[config.mk]
export PLATFORM = sky130hd
export DESIGN_NAME = async_transmitter
export DESIGN_NICKNAME = d
export VERILOG_FILES = /design/src/rtl/uart_pkg.sv /design/src/rtl/tx_bit_timer.sv /design/src/rtl/async_transmitter.sv
export SDC_FILE = /design/constraint.sdc
export NUM_CORES = 1
export LEC_CHECK = 0
export CORE_ASPECT_RATIO = 0.75
export CORE_MARGIN = 4
export CORE_UTILIZATION = 45
export CTS_CLUSTER_DIAMETER = 80
export DETAILED_ROUTE_END_ITERATION = 8
export GPL_ROUTABILITY_DRIVEN = 0
export PLACE_DENSITY = 0.66
export SYNTH_ARGS = -nofsm -noshare
export SYNTH_HDL_FRONTEND = slang
export SYNTH_SLANG_ARGS = --single-unit
[constraint.sdc]
create_clock -name clk -period 3 [get_ports clk]
set_clock_uncertainty 0.15 [all_clocks]
set_input_delay 0.3 -clock clk [delete_from_list [all_inputs] [get_ports clk]]
set_output_delay 0.3 -clock clk [all_outputs]
set_load 0.1 [all_outputs]
[src/rtl/uart_pkg.sv]
// Shared UART definitions: frame geometry and the 4-bit FSM state codes used
// by both async_transmitter and async_receiver.
package uart_pkg;

  localparam int DATA_BITS  = 8;
  localparam int FRAME_BITS = 10;

  typedef enum logic [3:0] {
    ST_START = 4'b0000,
    ST_IDLE  = 4'b0001,
    ST_STOP  = 4'b0010,
    ST_BIT0  = 4'b1000,
    ST_BIT1  = 4'b1001,
    ST_BIT2  = 4'b1010,
    ST_BIT3  = 4'b1011,
    ST_BIT4  = 4'b1100,
    ST_BIT5  = 4'b1101,
    ST_BIT6  = 4'b1110,
    ST_BIT7  = 4'b1111
  } uart_state_e;

endpackage

[src/rtl/tx_bit_timer.sv]
// Bit-period timer: pulses bit_end on the last clk of every CLKS_PER_BIT window
// while run is high; the count restarts whenever run drops.
module tx_bit_timer #(
  parameter int CLKS_PER_BIT = 1
) (
  input  logic clk,
  input  logic rst,
  input  logic run,
  output logic bit_end
);

  localparam int CNT_W = (CLKS_PER_BIT > 1) ? $clog2(CLKS_PER_BIT) : 1;
  localparam logic [CNT_W-1:0] LAST = CNT_W'(CLKS_PER_BIT - 1);

  logic [CNT_W-1:0] r_cnt;

  // Wrapping on bit_end makes a back-to-back STOP->START restart at zero.
  always_ff @(posedge clk or negedge rst) begin
    if (!rst) begin
      r_cnt <= '0;
    end else if (!run || bit_end) begin
      r_cnt <= '0;
    end else begin
      r_cnt <= r_cnt + CNT_W'(1);
    end
  end

  assign bit_end = run && (r_cnt == LAST);

endmodule

[src/rtl/async_transmitter.sv]
// 8N1 UART transmitter with a one-byte holding register so consecutive frames
// can be sent with no idle gap between them.
module async_transmitter
  import uart_pkg::*;
#(
  parameter int CLKS_PER_BIT = 1
) (
  input  logic                 clk,
  input  logic                 rst,
  input  logic                 TxD_start,
  input  logic [DATA_BITS-1:0] TxD_data,
  output logic                 TxD,
  output logic                 TxD_ready,
  output logic                 TxD_busy,
  output logic                 TxD_done
);

  uart_state_e          r_state;
  uart_state_e          w_state_next;
  logic [DATA_BITS-1:0] r_hold;
  logic [DATA_BITS-1:0] r_shift;
  logic                 r_hold_valid;
  logic                 r_txd;
  logic                 r_done;

  logic w_bit_end;
  logic w_run;
  logic w_accept;
  logic w_load;
  logic w_shift_en;
  logic w_txd_next;
  logic w_done_next;

  assign w_run    = (r_state != ST_IDLE);
  assign w_accept = TxD_start && !r_hold_valid;

  tx_bit_timer #(
    .CLKS_PER_BIT(CLKS_PER_BIT)
  ) u_timer (
    .clk    (clk),
    .rst    (rst),
    .run    (w_run),
    .bit_end(w_bit_end)
  );

  always_comb begin
    w_state_next = r_state;
    w_txd_next   = r_txd;
    w_load       = 1'b0;
    w_shift_en   = 1'b0;
    w_done_next  = 1'b0;
    case (r_state)
      ST_IDLE: begin
        w_txd_next = 1'b1;
        if (r_hold_valid) begin
          w_state_next = ST_START;
          w_load       = 1'b1;
          w_txd_next   = 1'b0;
        end
      end
      ST_START: begin
        if (w_bit_end) begin
          w_state_next = ST_BIT0;
          w_txd_next   = r_shift[0];
          w_shift_en   = 1'b1;
        end
      end
      // BIT0..BIT6 codes are consecutive, so the successor is code + 1.
      ST_BIT0, ST_BIT1, ST_BIT2, ST_BIT3, ST_BIT4, ST_BIT5, ST_BIT6: begin
        if (w_bit_end) begin
          w_state_next = uart_state_e'(r_state + 4'd1);
          w_txd_next   = r_shift[0];
          w_shift_en   = 1'b1;
        end
      end
      ST_BIT7: begin
        if (w_bit_end) begin
          w_state_next = ST_STOP;
          w_txd_next   = 1'b1;
        end
      end
      ST_STOP: begin
        w_txd_next = 1'b1;
        if (w_bit_end) begin
          w_done_next = 1'b1;
          if (r_hold_valid) begin
            w_state_next = ST_START;
            w_load       = 1'b1;
            w_txd_next   = 1'b0;
          end else begin
            w_state_next = ST_IDLE;
          end
        end
      end
      default: begin
        w_state_next = ST_IDLE;
        w_txd_next   = 1'b1;
      end
    endcase
  end

  always_ff @(posedge clk or negedge rst) begin
    if (!rst) begin
      r_state <= ST_IDLE;
      r_txd   <= 1'b1;
      r_done  <= 1'b0;
    end else begin
      r_state <= w_state_next;
      r_txd   <= w_txd_next;
      r_done  <= w_done_next;
    end
  end

  // Accept and drain are mutually exclusive: accept needs an empty holder.
  always_ff @(posedge clk or negedge rst) begin
    if (!rst) begin
      r_hold_valid <= 1'b0;
      r_hold       <= '0;
      r_shift      <= '0;
    end else begin
      if (w_accept) begin
        r_hold_valid <= 1'b1;
        r_hold       <= TxD_data;
      end else if (w_load) begin
        r_hold_valid <= 1'b0;
      end
      if (w_load) begin
        r_shift <= r_hold;
      end else if (w_shift_en) begin
        r_shift <= {1'b0, r_shift[DATA_BITS-1:1]};
      end
    end
  end

  assign TxD       = r_txd;
  assign TxD_done  = r_done;
  assign TxD_ready = !r_hold_valid;
  assign TxD_busy  = (r_state != ST_IDLE) || r_hold_valid;

endmodule

==> results_dict.tcl <==
set metrics [dict create \
    setup_violations 0 \
    post-route-period-util 0.840 \
    timing.fmax_mhz 397 \
    synth-seq-cells 24 \
    setup.worst_path.class "register to register" \
    post_drt_wl_per_cell_um 14.5 \
    std_cell_rows 16 \
    yosysTopAreaCellShare 0.411 \
    synthesis.area_sq_um 1340 \
    fin_cells 176 \
    numCtsBuffers 3 \
    cts_setup_buffers 0 \
    holdBufCountCts 0 \
    dr.pass1.iters 4 \
    dieArea_sq_um 3920 \
    coreArea_sq_um 2720 \
    yosys-top-cells-area "dfrtp_1, mux2_2, ha_1" \
    cts_tree "yes" \
    r2r_cells 6 \
    rrSetupSlack_ns 0.48 \
    worstReg2RegStart "r_state[0]" \
    min_period_ns 2.52 \
    grt_setup_unrepaired "no" \
    vias 966 \
    cts_root_buffer "clkbuf_8" \
    slew_violations 0 \
    viasPerCell 5.49 \
    setup_tns_ns 0 \
    max-cap-violations 0 \
    drt_iter0_markers 75 \
    io_pins 15 \
    cp-start-kind "register" \
    syn_nets 142 \
    synth_cells 125 \
    p_leak_nw 0.643 \
    fin_ws_ns 0.480 \
    status "complete, no violations" \
    ys_async_sr_fraction 1.00 \
    p_per_area_nw_per_um2 1190 \
    grt-ovfl-total 0 \
    pre_cts_ws_ns 0.491 \
    ys_seq_area_frac 0.450 \
    cts_max_level 1 \
    synth_most_common_cell "dfrtp_1" \
    fp.dieH_um 55.2 \
    synth_common_cells "dfrtp_1, a21oi_1, nor2_1, mux2_2, nand2_1" \
    crit_chain "inv_1 > ha_1 > nor4b_4 > o211ai_2 > a21oi_1 > mux2_2" \
    port_buffers 14 \
    worst_pin_slew_ns 0.721 \
    crit_required_ns 3.00 \
    grt_usage 0.142 \
    drc 0 \
    cts_buffer_depth 2 \
    crit_path_end_kind "register" \
    dp_hpwl_mm 1.92 \
    ir_worst_vdd_uv 627 \
    ys_warn_count 0 \
    synth_cell_type_count 37 \
    avgSynthCellArea_sq_um 10.7 \
    relSlewSlack 0.518 \
    die-width_um 71.0 \
    grt_pass1_wl_mm 4.49 \
    worstPathMaxFanout 7 \
    reg2reg_to "r_state[1]" \
    crit_arrival_ns 2.52 \
    final_nets 159 \
    final_antenna_net_count 0 \
    wl_mm 2.56 \
    clk_pin_slew_ns 0.07 \
    antenna_found_initial 0 \
    hold_class "primary input to asynchronous set/reset pin" \
    grt_pass1_vias 949 \
    critPathSlowestCell "dfstp_2" \
    yosysTopAreaCell "dfrtp_1" \
    clock-sinks 24 \
    initial_core_util 0.492 \
    drive_above_1_share 0.221 \
    place_inst 173 \
    hold_violations 0 \
    grt_max_degree 25 \
    ys.flop_type "dfrtp_1" \
    utilization 0.570 \
    diodes 0 \
    synth-edff-count 0 \
    clkLatencyLatePin_ns 0.27 \
    areaGrowthSynthToFinish_pct 16.0 \
    slowest_delay_ns 0.60 \
    cts_resized 0 \
]
worst max-delay path, delay by kind of cell (launching register included):
kind	cells	cell delay, ns
mux	1	0.37
simple gates	1	0.40
buf+inv	1	0.09
compound gates	2	0.48
fa+ha+maj	1	0.32
flops	1	0.60
final cells by class:
cell class | count | area, sq um
Multi-Input combinational cell | 89 | 684
Tap cell | 36 | 45.0
Fill cell | 251 | 1170
Inverter | 7 | 26.3
Sequential cell | 24 | 603
Clock buffer | 3 | 41.3
Timing Repair Buffer | 17 | 153
metal layers:
layer  up-vias  share of wire  track usage
met5         -              0            0
met2        25           0.42        0.193
met3         3          0.055       0.0471
met4         0         0.0094       0.0322
met1       465           0.51        0.216
li1        473              -            -
where the power goes:
part | internal, mW | switching [mW]
clock | 0.0898 | 0.0933
combinational | 0.443 | 0.613
sequential | 0.485 | 0.127
stage by stage:
stage	hold slack, ns	instance area, sq um	power [mW]
after floorplan	-0.146	1340	1.45
after CTS	0.245	1550	1.86
after detailed placement	0.345	1510	1.67
after global routing	0.265	1550	2.02
after global placement	0.342	1510	1.64
final	0.240	1550	1.85
cells by family after synthesis:
logic type / count (synthesis) / synth area share
AOI/OAI and AO/OA: 36 / 0.200
and+or+nand+nor: 30 / 0.124
DFF: 24 / 0.450
muxes: 16 / 0.128
buffers and inverters: 12 / 0.0383
adders and majority gates: 6 / 0.0561
other: 1 / 0.00280
worst max-delay path by stage:
stage	from	end	slack, ns	cells after the start
floorplan	r_hold_valid	TxD_busy	0.54	2
global placement	r_state[0]	r_state[1]	0.60	6
detailed placement	r_state[0]	r_state[1]	0.49	6
CTS	r_state[0]	r_state[1]	0.47	6
global route	r_state[0]	r_state[1]	0.34	6
finish	r_state[0]	r_state[1]	0.48	6
sequential cells by signal, summed over array words and instances (netlist names):
name,count
TxD,1
TxD_done,1
r_hold,8
r_hold_valid,1
r_shift,8
r_state,4
u_timer.r_cnt,1
layout by cell type (no fill, tap or decap), types with 3 or more instances in the layout:
master / n
o21ai_0: 4
inv_1: 7
buf_4: 7
o211ai_1: 3
nand2_1: 8
clkbuf_8: 3
clkdlybuf4s50_1: 10
dfrtp_1: 22
nor2_1: 11
o21a_1: 3
a21oi_1: 13
ha_1: 6
mux2i_1: 7
mux2_2: 9
No activity file was read; power rests on OpenSTA's default activity.
